File: config.mk
export PLATFORM = sky130hd
export DESIGN_NAME = dp_ram_wr_arbiter
export DESIGN_NICKNAME = d
export VERILOG_FILES = /design/src/rtl/dp_ram_wr_arbiter.sv
export SDC_FILE = /design/constraint.sdc
export NUM_CORES = 1
export LEC_CHECK = 0
export CORE_MARGIN = 4
export CORE_UTILIZATION = 31
export DETAILED_ROUTE_END_ITERATION = 7
export PLACE_DENSITY = 0.87
export SLEW_MARGIN = 40
export SYNTH_ARGS = -nofsm -noshare
export SYNTH_HDL_FRONTEND = slang
export SYNTH_SLANG_ARGS = --single-unit
File: constraint.sdc
create_clock -name wr_clk -period 2 [get_ports wr_clk]
set_input_delay 0.4 -clock wr_clk [delete_from_list [all_inputs] [get_ports wr_clk]]
set_output_delay 0.4 -clock wr_clk [all_outputs]
set_load 0.1 [all_outputs]
File: src/rtl/dp_ram_wr_arbiter.sv
// ---------------------------------------------------------------------------
// dp_ram_wr_arbiter
//
// Shares the single write port of the 8x16 dual-port RAM among NUM_REQ
// requesters. Arbitration is round-robin. The write controls are registered
// and drive the RAM's wr_en/wr_addr/data_in directly. Everything runs in the
// wr_clk domain.
//
// Optional feature macro: RAM_SCRUB_EN
//   When defined, a post-reset scrub zero-fills every RAM word before any
//   requester is served. When undefined, the block starts directly in RUN.
//
// Ports:
//   wr_clk       in   write clock, all state changes on posedge
//   rst          in   asynchronous, active-high reset
//   req_valid    in   [NUM_REQ]           per-requester write pending
//   req_ready    out  [NUM_REQ]           one-hot grant (or zero), combinational
//   req_addr     in   [NUM_REQ*ADDR_SIZE] flattened addresses, slot i at i*ADDR_SIZE
//   req_data     in   [NUM_REQ*RAM_WIDTH] flattened data, slot i at i*RAM_WIDTH
//   ram_wr_en    out  registered RAM write enable
//   ram_wr_addr  out  registered RAM write address
//   ram_data_in  out  registered RAM write data
//   grant_id     out  registered index of the requester behind ram_wr_en
//   busy         out  high while scrubbing
//
// Handshake: requester i transfers on a posedge where req_valid[i] and
// req_ready[i] are both high. A requester holds valid/addr/data stable until
// it sees ready, and may drop valid only after the transfer. req_ready never
// depends on the requester's own addr/data, only on valid and the pointer.
// ---------------------------------------------------------------------------
module dp_ram_wr_arbiter #(
    parameter int NUM_REQ   = 4,
    parameter int RAM_WIDTH = 16,
    parameter int RAM_DEPTH = 8,
    parameter int ADDR_SIZE = 3
) (
    input  logic                          wr_clk,
    input  logic                          rst,
    input  logic [NUM_REQ-1:0]            req_valid,
    output logic [NUM_REQ-1:0]            req_ready,
    input  logic [NUM_REQ*ADDR_SIZE-1:0]  req_addr,
    input  logic [NUM_REQ*RAM_WIDTH-1:0]  req_data,
    output logic                          ram_wr_en,
    output logic [ADDR_SIZE-1:0]          ram_wr_addr,
    output logic [RAM_WIDTH-1:0]          ram_data_in,
    output logic [$clog2(NUM_REQ)-1:0]    grant_id,
    output logic                          busy
);

    localparam int ID_W = $clog2(NUM_REQ);
    localparam logic [ID_W-1:0] LAST_ID = ID_W'(NUM_REQ - 1);

    // Elaboration-time parameter sanity checks.
    if (NUM_REQ < 2 || NUM_REQ > 8) begin : g_bad_num_req
        $error("dp_ram_wr_arbiter: NUM_REQ must be in 2..8");
    end
    if (RAM_DEPTH < 1 || RAM_DEPTH > (1 << ADDR_SIZE)) begin : g_bad_depth
        $error("dp_ram_wr_arbiter: RAM_DEPTH does not fit ADDR_SIZE");
    end

    logic [ID_W-1:0]      last_grant;
    logic [ID_W-1:0]      win_idx;
    logic [ID_W-1:0]      cand;
    logic                 win_found;
    logic                 transfer;
    logic                 scrub_active;
    logic                 scrub_wr;
    logic [ADDR_SIZE-1:0] scrub_addr;

`ifdef RAM_SCRUB_EN
    localparam int SCW = ADDR_SIZE + 1;
    // One extra count past the last address gives a no-write cycle, so busy
    // falls on the same edge that clears the last scrub write.
    localparam logic [SCW-1:0] SCRUB_END = SCW'(RAM_DEPTH);

    typedef enum logic {
        ST_SCRUB = 1'b0,
        ST_RUN   = 1'b1
    } state_t;

    state_t         state;
    state_t         state_nxt;
    logic [SCW-1:0] scrub_cnt;

    // State register
    always_ff @(posedge wr_clk or posedge rst) begin
        if (rst) state <= ST_SCRUB;
        else     state <= state_nxt;
    end

    // Next-state logic
    always_comb begin
        state_nxt = state;
        if (state == ST_SCRUB && scrub_cnt == SCRUB_END) state_nxt = ST_RUN;
    end

    always_ff @(posedge wr_clk or posedge rst) begin
        if (rst)           scrub_cnt <= '0;
        else if (scrub_wr) scrub_cnt <= scrub_cnt + SCW'(1);
    end

    always_comb begin
        scrub_active = (state == ST_SCRUB);
        scrub_wr     = scrub_active && (scrub_cnt != SCRUB_END);
        scrub_addr   = scrub_cnt[ADDR_SIZE-1:0];
    end
`else
    always_comb begin
        scrub_active = 1'b0;
        scrub_wr     = 1'b0;
        scrub_addr   = '0;
    end
`endif

    // Round-robin search starting just after the last winner.
    always_comb begin
        win_found = 1'b0;
        win_idx   = last_grant;
        cand      = '0;
        for (int off = 1; off <= NUM_REQ; off++) begin
            cand = ID_W'((int'(last_grant) + off) % NUM_REQ);
            if (!win_found && req_valid[cand]) begin
                win_found = 1'b1;
                win_idx   = cand;
            end
        end
    end

    // Output logic: grant is suppressed while scrubbing or in reset.
    always_comb begin
        req_ready = '0;
        busy      = scrub_active;
        if (!rst && !scrub_active && win_found) req_ready[win_idx] = 1'b1;
    end

    assign transfer = |(req_valid & req_ready);

    // Registered write port and round-robin pointer.
    always_ff @(posedge wr_clk or posedge rst) begin
        if (rst) begin
            ram_wr_en   <= 1'b0;
            ram_wr_addr <= '0;
            ram_data_in <= '0;
            grant_id    <= '0;
            last_grant  <= LAST_ID;
        end else begin
            ram_wr_en <= 1'b0;
            if (scrub_wr) begin
                ram_wr_en   <= 1'b1;
                ram_wr_addr <= scrub_addr;
                ram_data_in <= '0;
            end else if (transfer) begin
                ram_wr_en   <= 1'b1;
                ram_wr_addr <= req_addr[win_idx*ADDR_SIZE +: ADDR_SIZE];
                ram_data_in <= req_data[win_idx*RAM_WIDTH +: RAM_WIDTH];
                grant_id    <= win_idx;
                last_grant  <= win_idx;
            end
        end
    end

endmodule

Word level (Yosys, flattened, before mapping)
Index checks and enable logic that the tools add are counted.

Output and inout bits: 27. Memories: 0. ROM bits: 0. Register bits: 24. Word-level logic and storage cells: 49. Latch bits: 0. Memory bits (writable): 0. Input port bits: 82.

Eq/ne operators: 0. Shift-type cells: 2. Order comparisons: 6. Divide/modulo/power cells: 0. Bitwise gates (word level): 1. Multipliers: 1. $add $sub $neg: 4. Multiplexer cells: 20. Reduce and logical (&&, ||, !) cells: 10.

Operators with widths (count): $shiftx 64x7->16 (1); $lt 2x3->1 const B (5); $shiftx 12x5->3 (1); $mux 1 (10); $bmux 1 s2 (4); $mux 2 (4); $logic_and 1x1->1 (5); $add 2x1->2 const B (2); $add 2x2->2 const B (2); $and 4x4->4 (1); $logic_not 1->1 (4); $mul 2x2->4 const B (1); $mux 4 (1); $reduce_or 4->1 (1); $demux 1 s2 (1); $ge 2x1->1 const B (1).

Depth between registers and ports, before layout
Gate-level depths: netlist of the first run.

Word-level depth: 21. Depth in mapped cells: 7. Mapped depth without buffers: 6.

Worst setup path before layout of the first run
Ideal clock, no wire load.

Path kind: input to output. Start point: in rst. End point: out req_ready[2]. Cell stages on the path: 6. Buffers on the path: 1. Setup slack: -1326 ps. Arrival time: 2926 ps. Data required time: 1600 ps. Cell sequence: inv_1 -> nand2_1 -> inv_1 -> nand2_1 -> clkbuf_1 -> nor2_1.

Word-level cells in the longest chain between the ends: 3.

RTL lines: from (decl) (RTL line 38) `input logic rst,`; $logic_not 1->1 (no source line); $logic_and 1x1->1 (RTL line 133) `if (!rst && !scrub_active && win_found) req_ready[win_idx] = 1'b1;`; $mux 4 (RTL line 133); to (decl) (RTL line 40) `output logic [NUM_REQ-1:0] req_ready,`.

No other way between the ends.

Worst setup path in the final report of the first run
Start point: reg last_grant[1]. End point: out req_ready[0].

Word-level cells in the longest chain between the ends: 18. Elaborated cells between the ends (all ways): 33. Those cells by class: 4 x add/sub; 2 x order compare; 19 x mux; 8 x reduce/logical.

RTL lines: from (decl) (RTL line 61) `logic [ID_W-1:0] last_grant;`; from (signal assigned) (RTL line 157) `last_grant <= win_idx;`; $add 2x1->2 (RTL line 121) `cand = ID_W'((int'(last_grant) + off) % NUM_REQ);`; $bmux 1 s2 (RTL line 122) `if (!win_found && req_valid[cand]) begin`; $mux 1 (not written as such) (RTL line 122); $mux 1 (RTL line 122); $logic_not 1->1 (RTL line 122); $logic_and 1x1->1 (RTL line 122); $mux 1 (RTL line 122); $logic_not 1->1 (RTL line 122); [... 2 more ...]; $logic_not 1->1 (RTL line 122); $logic_and 1x1->1 (RTL line 122); $mux 2 (RTL line 122); $lt 2x3->1 (not written as such) / $ge 2x1->1 (equally long branches) (RTL line 133); $logic_and 1x1->1 (not written as such) (RTL line 133); $mux 1 (not written as such) (RTL line 133); $demux 1 s2 (RTL line 133); $mux 4 (*) (RTL line 133).

Mark *: on every way between the ends. The rest lies on a longest branch, timed or not. The select of a mux whose other input is x is not followed.

==> results of run 1 <==
[flip-flops by register name (all words and copies together) (netlist names)]
name	cells
last_grant	2
ram_data_in	16
ram_wr_addr	3
ram_wr_en	1
grant_id	2
[report_power, final]
group          internal (mW)  switching [mW]
sequential             0.637          0.0912
combinational          0.734            1.59
clock                  0.176           0.162
[cell type report]
class                           instances  area share [%]
Timing Repair Buffer                  124           43.58
Multi-Input combinational cell        106           30.11
Clock buffer                            4           1.963
Tap cell                               52           2.319
Sequential cell                        24           21.50
Inverter                                3          0.5352
[worst paths after layout]
path,cells past startpoint,start,to
worst max register to register,7,last_grant[1]$_DFFE_PP1P_,ram_data_in[12]$_DFFE_PP0P_
worst min register to register,2,ram_data_in[13]$_DFFE_PP0P_,ram_data_in[13]$_DFFE_PP0P_
worst min-delay path,2,ram_data_in[13]$_DFFE_PP0P_,ram_data_in[13]$_DFFE_PP0P_
min in group asynchronous,3,rst,ram_data_in[8]$_DFFE_PP0P_
worst max-delay path,5,last_grant[1]$_DFFE_PP1P_,req_ready[0]
max in group asynchronous,3,rst,last_grant[0]$_DFFE_PP1P_
[metal layers]
layer  global-route usage (%)  up-vias  share of wire [%]
li1                         -      762                  -
met1                    20.10      790                 38
met2                    32.64       67                 54
met3                    2.199       10                5.1
met4                    6.406        0                2.3
met5                        0        -                  0
[through the flow]
stage	area (um^2)	total power [mW]	utilization [%]
finish	2805	3.385	62.28
global route	2805	3.534	62.28
CTS	2750	3.345	61.06
detailed placement	2643	2.953	58.67
global placement	2643	2.915	58.67
floorplan	1533	2.380	-
[timing repair]
action / in CTS / in global routing
pin swaps: 6 / 4
gates cloned: 0 / 1
endpoints found under the setup margin: 4 / 16
setup buffers: 5 / 1
resized for setup: 8 / 6
[placed cells by master, fill, tap and decap left out, drive strengths merged]
cell	n
nor2	8
mux2i	39
clkbuf	5
clkinvlp	1
dlygate4sd2	3
o221ai	20
a2bb2oi	1
clkdlybuf4s50	78
conb	1
a21o	1
nand2	28
inv	2
dfstp	2
a31oi	1
buf	42
and3	2
nor3	1
or2b	1
dfrtp	22
a21oi	3
[cells by family after synthesis]
logic type	Yosys count	share of synthesized area, %
muxes	39	26.15
DFF	24	40.40
buffers and inverters	15	7.040
other	1	0.2512
AOI/OAI and AO/OA	26	15.42
and+or+nand+nor	40	10.73
[tightest hold or removal path, stage by stage, from the launching register on]
cell and delay [ns]:
dfrtp_1 0.35, nand2_1 0.05, o221ai_1 0.06
==> metrics.md, run 1 <==
| Metric | Value |
|---|---|
| Yosys reg bits | 24 |
| PortBufs | 107 |
| Synth Instances | 145 |
| Max cap viols | 0 |
| H-tree Lvls | 1 |
| Post-Route WL | 5351 um |
| Tcrit/Tclk final | 107.5% |
| Setup TNS | -0.5294 ns |
| Final Net Count | 344 |
| PwrDens | 1207 nW/um^2 |
| Crit path required time | 1.60 ns |
| CP Max Fanout | 5 |
| Number of flops mapped to enable cells by yosys | 0 |
| Most frequent CP cell | buf_12 |
| Synthesized area | 1493 um^2 |
| Global-route total usage across every layer | 17.39% |
| Worst setup EP type | output pin |
| Final HPWL from detailed placement | 4016 um |
| Row count | 24 |
| Ys flop type | dfrtp_1 |
| Setup WS post-layout | -0.1499 ns |
| Crit path cell chain | mux2i_2 > o221ai_4 > buf_12 > nor2_4 > buf_12 |
| Worst setup path class | register to output pin |
| Multi-input logic area | 844.6 um^2 |
| Unique masters post-synth | 21 |
| Leakage | 1.259 nW |
| CTS Buf Count | 3 |
| Sink Count | 24 |
| GPL Wtd Cong | 0.7282 |
| TritonRoute pass-1 iters | 4 |
| I/O Pins | 109 |
| Initial DRC count | 54 |
| Most frequent cell after synthesis | mux2i_1 |
| Setup WS pre-CTS | -0.2932 ns |
| CTS Buffer Depth | 2 |
| Vias in the first global route | 1728 |
| Register area share after synthesis | 40.40% |
| Fillcell total | 359 |
| Initial Util | 33.14% |
| Buf/Inv on CP | 2 |
| Via count | 1629 |
| GRT overflow | 0 |
| Die area | 5989 um^2 |
| Hold_ws | 0.4898 ns |
| Fin. Hold Viols | 0 |
| Worst R2R Setup Slack | 0.03 ns |
| Avg Cell Area, Syn | 10.29 um^2 |
| Hold Buf Count CTS | 0 |
| Ys Warns | 0 |
| Layout area overhead | 87.93% |
| Final setup viols | 4 |
| Post-Syn Nets | 227 |
| Largest delay share family, worst path | flip-flops |
| Final Max Tran Viols | 0 |
| Peak VDD IR | 749.5 uV |
| Crit path largest cell delay | 0.60 ns |
| DIE HEIGHT | 77.39 um |
| Highest Clock Rate | 465.1 MHz |
| Core Area | 4504 um^2 |
| Initial antenna violation count | 0 |
| First-pass GRT wire length | 8445 um |
| TritonCTS clock tree | built |
| Clock skew | 0.006758 ns |
| Share of layout cells above drive strength 1 | 25.29% |
| Worst skew pair latency | 0.27 ns |
| Cell taking the most area after synthesis | dfrtp_1 |
| N_diodes | 0 |
| Critical-path top delay cell | dfstp_2 |
| Vias/cell | 5.204 |
| Root buffer cell | clkbuf_8 |
| Tmin final | 2.150 ns |
| Final ANT Viol Nets | 0 |
| Placed instance count | 302 |
| Largest net degree at the start of global routing | 25 |
| Reg area | 603.1 um^2 |
| DR DRC count | 0 |
| Crit path DAT | 1.75 ns |
| RSZ-0062 raised after global routing | yes |
| Finished Layout Cells | 313 |
| Chip width | 77.39 um |
| Setup crit start kind | register |
| Clock slew at reported path FFs | 0.09 ns |
| Hold Path Class | register to register |
| Async SR Flop Fraction | 100.0% |
| DR WL/cell | 17.10 um |
| Share of the synthesized area in the top cell type | 36.88% |
| Top cells by area, synth | dfrtp_1 37%, mux2i_1 26%, o221ai_1 11%, nand2_1 7.0%, dfstp_2 3.5% |
| Synth cell count leaders | 39 x mux2i_1, 28 x nand2_1, 22 x dfrtp_1 |
| Status | finished, violations left |
| Failing checks | negative setup slack |
Power figures use the tool's default switching activity.
==> run 2, diff against run 1 <==
- CORE_UTILIZATION: 31 -> 34
- PLACE_DENSITY: 0.87 -> 0.9
- clock period: 2 -> 2.4 ns (I/O delays scaled with it)
==> run 2 against run 1 <==
The flow now finishes without violations; cell count fell by 2.9%; critical path depth rose by 1; routed wire length down 8.4%; die area fell by 7.9%; sequential share of layout area grew 0.49 points; first-iteration DRC count rose by 24%; register-to-register slack improved by 0.35 ns; combinational power decreased by 20%; critical endpoint unchanged; largest cell class unchanged; highest routed layer is now met3.
==> metrics.md, run 2 (synthesized netlist as in run 1, its figures left out) <==
| Metric | Value |
|---|---|
| Crit path required time | 1.92 ns |
| Most frequent cells in the layout | 79 x clkdlybuf4s50_1, 38 x mux2i_1, 30 x buf_4, 27 x nand2_1, 22 x dfrtp_1 |
| PwrDens | 1026 nW/um^2 |
| Commonest non-fill, non-tap cell in the layout | clkdlybuf4s50_1 |
| PortBufs | 107 |
| Share of layout cells above drive strength 1 | 22.05% |
| Layout area overhead | 83.74% |
| First-pass GRT wire length | 7700 um |
| TritonRoute pass-1 iters | 4 |
| DR WL/cell | 16.12 um |
| CTS Buffer Depth | 2 |
| DIE HEIGHT | 74.26 um |
| Initial Util | 36.27% |
| Tcrit/Tclk final | 97.23% |
| Worst setup path class | input port to output pin |
| Tmin final | 2.334 ns |
| Final setup viols | 0 |
| Highest Clock Rate | 428.5 MHz |
| Via count | 1554 |
| Vias/cell | 5.112 |
| Post-Route WL | 4899 um |
| Reg with most FFs | ram_data_in |
| Clock skew | 0.007691 ns |
| Setup TNS | 0 ns |
| Root buffer cell | clkbuf_8 |
| Top flop regs | ram_data_in x16, ram_wr_addr x3 |
| Crit path DAT | 1.85 ns |
| Die area | 5515 um^2 |
| Row count | 23 |
| GPL Wtd Cong | 0.7123 |
| Sink Count | 24 |
| Global-route total usage across every layer | 17.75% |
| Chip width | 74.26 um |
| N_diodes | 0 |
| Peak VDD IR | 604.1 uV |
| GRT overflow | 0 |
| Post-cts resize count | 0 |
| Final Max Tran Viols | 0 |
| Fillcell total | 356 |
| Hold Path Class | register to register |
| Status | complete, no violations |
| Leakage | 1.243 nW |
| Initial antenna violation count | 0 |
| Vias in the first global route | 1607 |
| Max reg flops | 16 |
| Fin. Hold Viols | 0 |
| Worst skew pair latency | 0.26 ns |
| CTS Buf Count | 3 |
| Hold Buf Count CTS | 0 |
| Post-place instance area | 2639 um^2 |
| Final Net Count | 337 |
| Core Area | 4115 um^2 |
| I/O Pins | 109 |
| Largest net degree at the start of global routing | 28 |
| Finished Layout Cells | 304 |
| DR DRC count | 0 |
| Post-route cell area | 2743 um^2 |
| Final ANT Viol Nets | 0 |
| Worst setup EP type | output pin |
| Final HPWL from detailed placement | 3922 um |
| CP Max Fanout | 4 |
| Post-CTS setup buffers | 0 |
| Clock slew at reported path FFs | 0.08 ns |
| TritonCTS clock tree | built |
| Placed instance count | 300 |
| Tot Pwr | 2.813 mW |
| Initial DRC count | 67 |
| Setup crit start kind | input port |
| H-tree Lvls | 1 |
| Max cap viols | 0 |
## run 2: layout make-up
type / instances / area [um^2] / share of cell area [%]
timing repair buffer: 117 / 1161 / 42.34
inverter: 3 / 15.01 / 0.5474
multi-input combinational: 106 / 829.5 / 30.25
tap: 50 / 62.56 / 2.281
sequential: 24 / 603.1 / 21.99
clock buffer: 3 / 41.29 / 1.505
clock inverter: 1 / 30.03 / 1.095
## run 2: final timing paths
path                                                 from                         end  slack (ns)  cells past startpoint
worst max-delay path                         req_valid[2]                req_ready[0]        0.07                      6
worst min-delay path              grant_id[1]$_DFFE_PP0P_     grant_id[1]$_DFFE_PP0P_        0.48                      2
worst max register to register  last_grant[0]$_DFFE_PP1P_  ram_wr_addr[1]$_DFFE_PP0P_        0.38                      7
worst min register to register    grant_id[1]$_DFFE_PP0P_     grant_id[1]$_DFFE_PP0P_        0.48                      2
max in group asynchronous                             rst   last_grant[0]$_DFFE_PP1P_        1.46                      3
min in group asynchronous                             rst  ram_data_in[8]$_DFFE_PP0P_        0.64                      3
## run 2: per-stage QoR
| stage | util, % | worst slack [ns] | hold WS, ns |
|---|---|---|---|
| after global routing | 66.65 | -0.01147 | 0.5155 |
| after detailed placement | 64.12 | -0.02527 | 0.4695 |
| final | 66.65 | 0.06649 | 0.4833 |
| after floorplan | - | -0.008776 | 0.3613 |
| after CTS | 65.86 | 0.009031 | 0.4904 |
| after global placement | 64.12 | 0.06330 | 0.4699 |
## run 2: metal layers
layer | vias to the layer above | track usage [%] | wire (um) | share of wire [%]
met2 | 49 | 34.35 | 2823 | 58
met5 | - | 0 | 0 | 0
met3 | 0 | 4.595 | 312 | 6.4
met4 | 0 | 1.186 | 0 | 0
met1 | 753 | 20.40 | 1762 | 36
li1 | 752 | - | - | -
## run 2: critical path, cell delays in order
cell	delay, ns
clkdlybuf4s50_1	0.57
a2bb2oi_2	0.20
o221ai_4	0.15
buf_12	0.16
nor2_4	0.11
buf_12	0.18
## run 2: report_power, final
part | internal, mW | total, mW | leakage [nW] | switching, mW
clock | 0.223 | 0.351 | 0.0357 | 0.128
sequential | 0.531 | 0.613 | 0.289 | 0.0812
combinational | 0.562 | 1.85 | 0.918 | 1.29
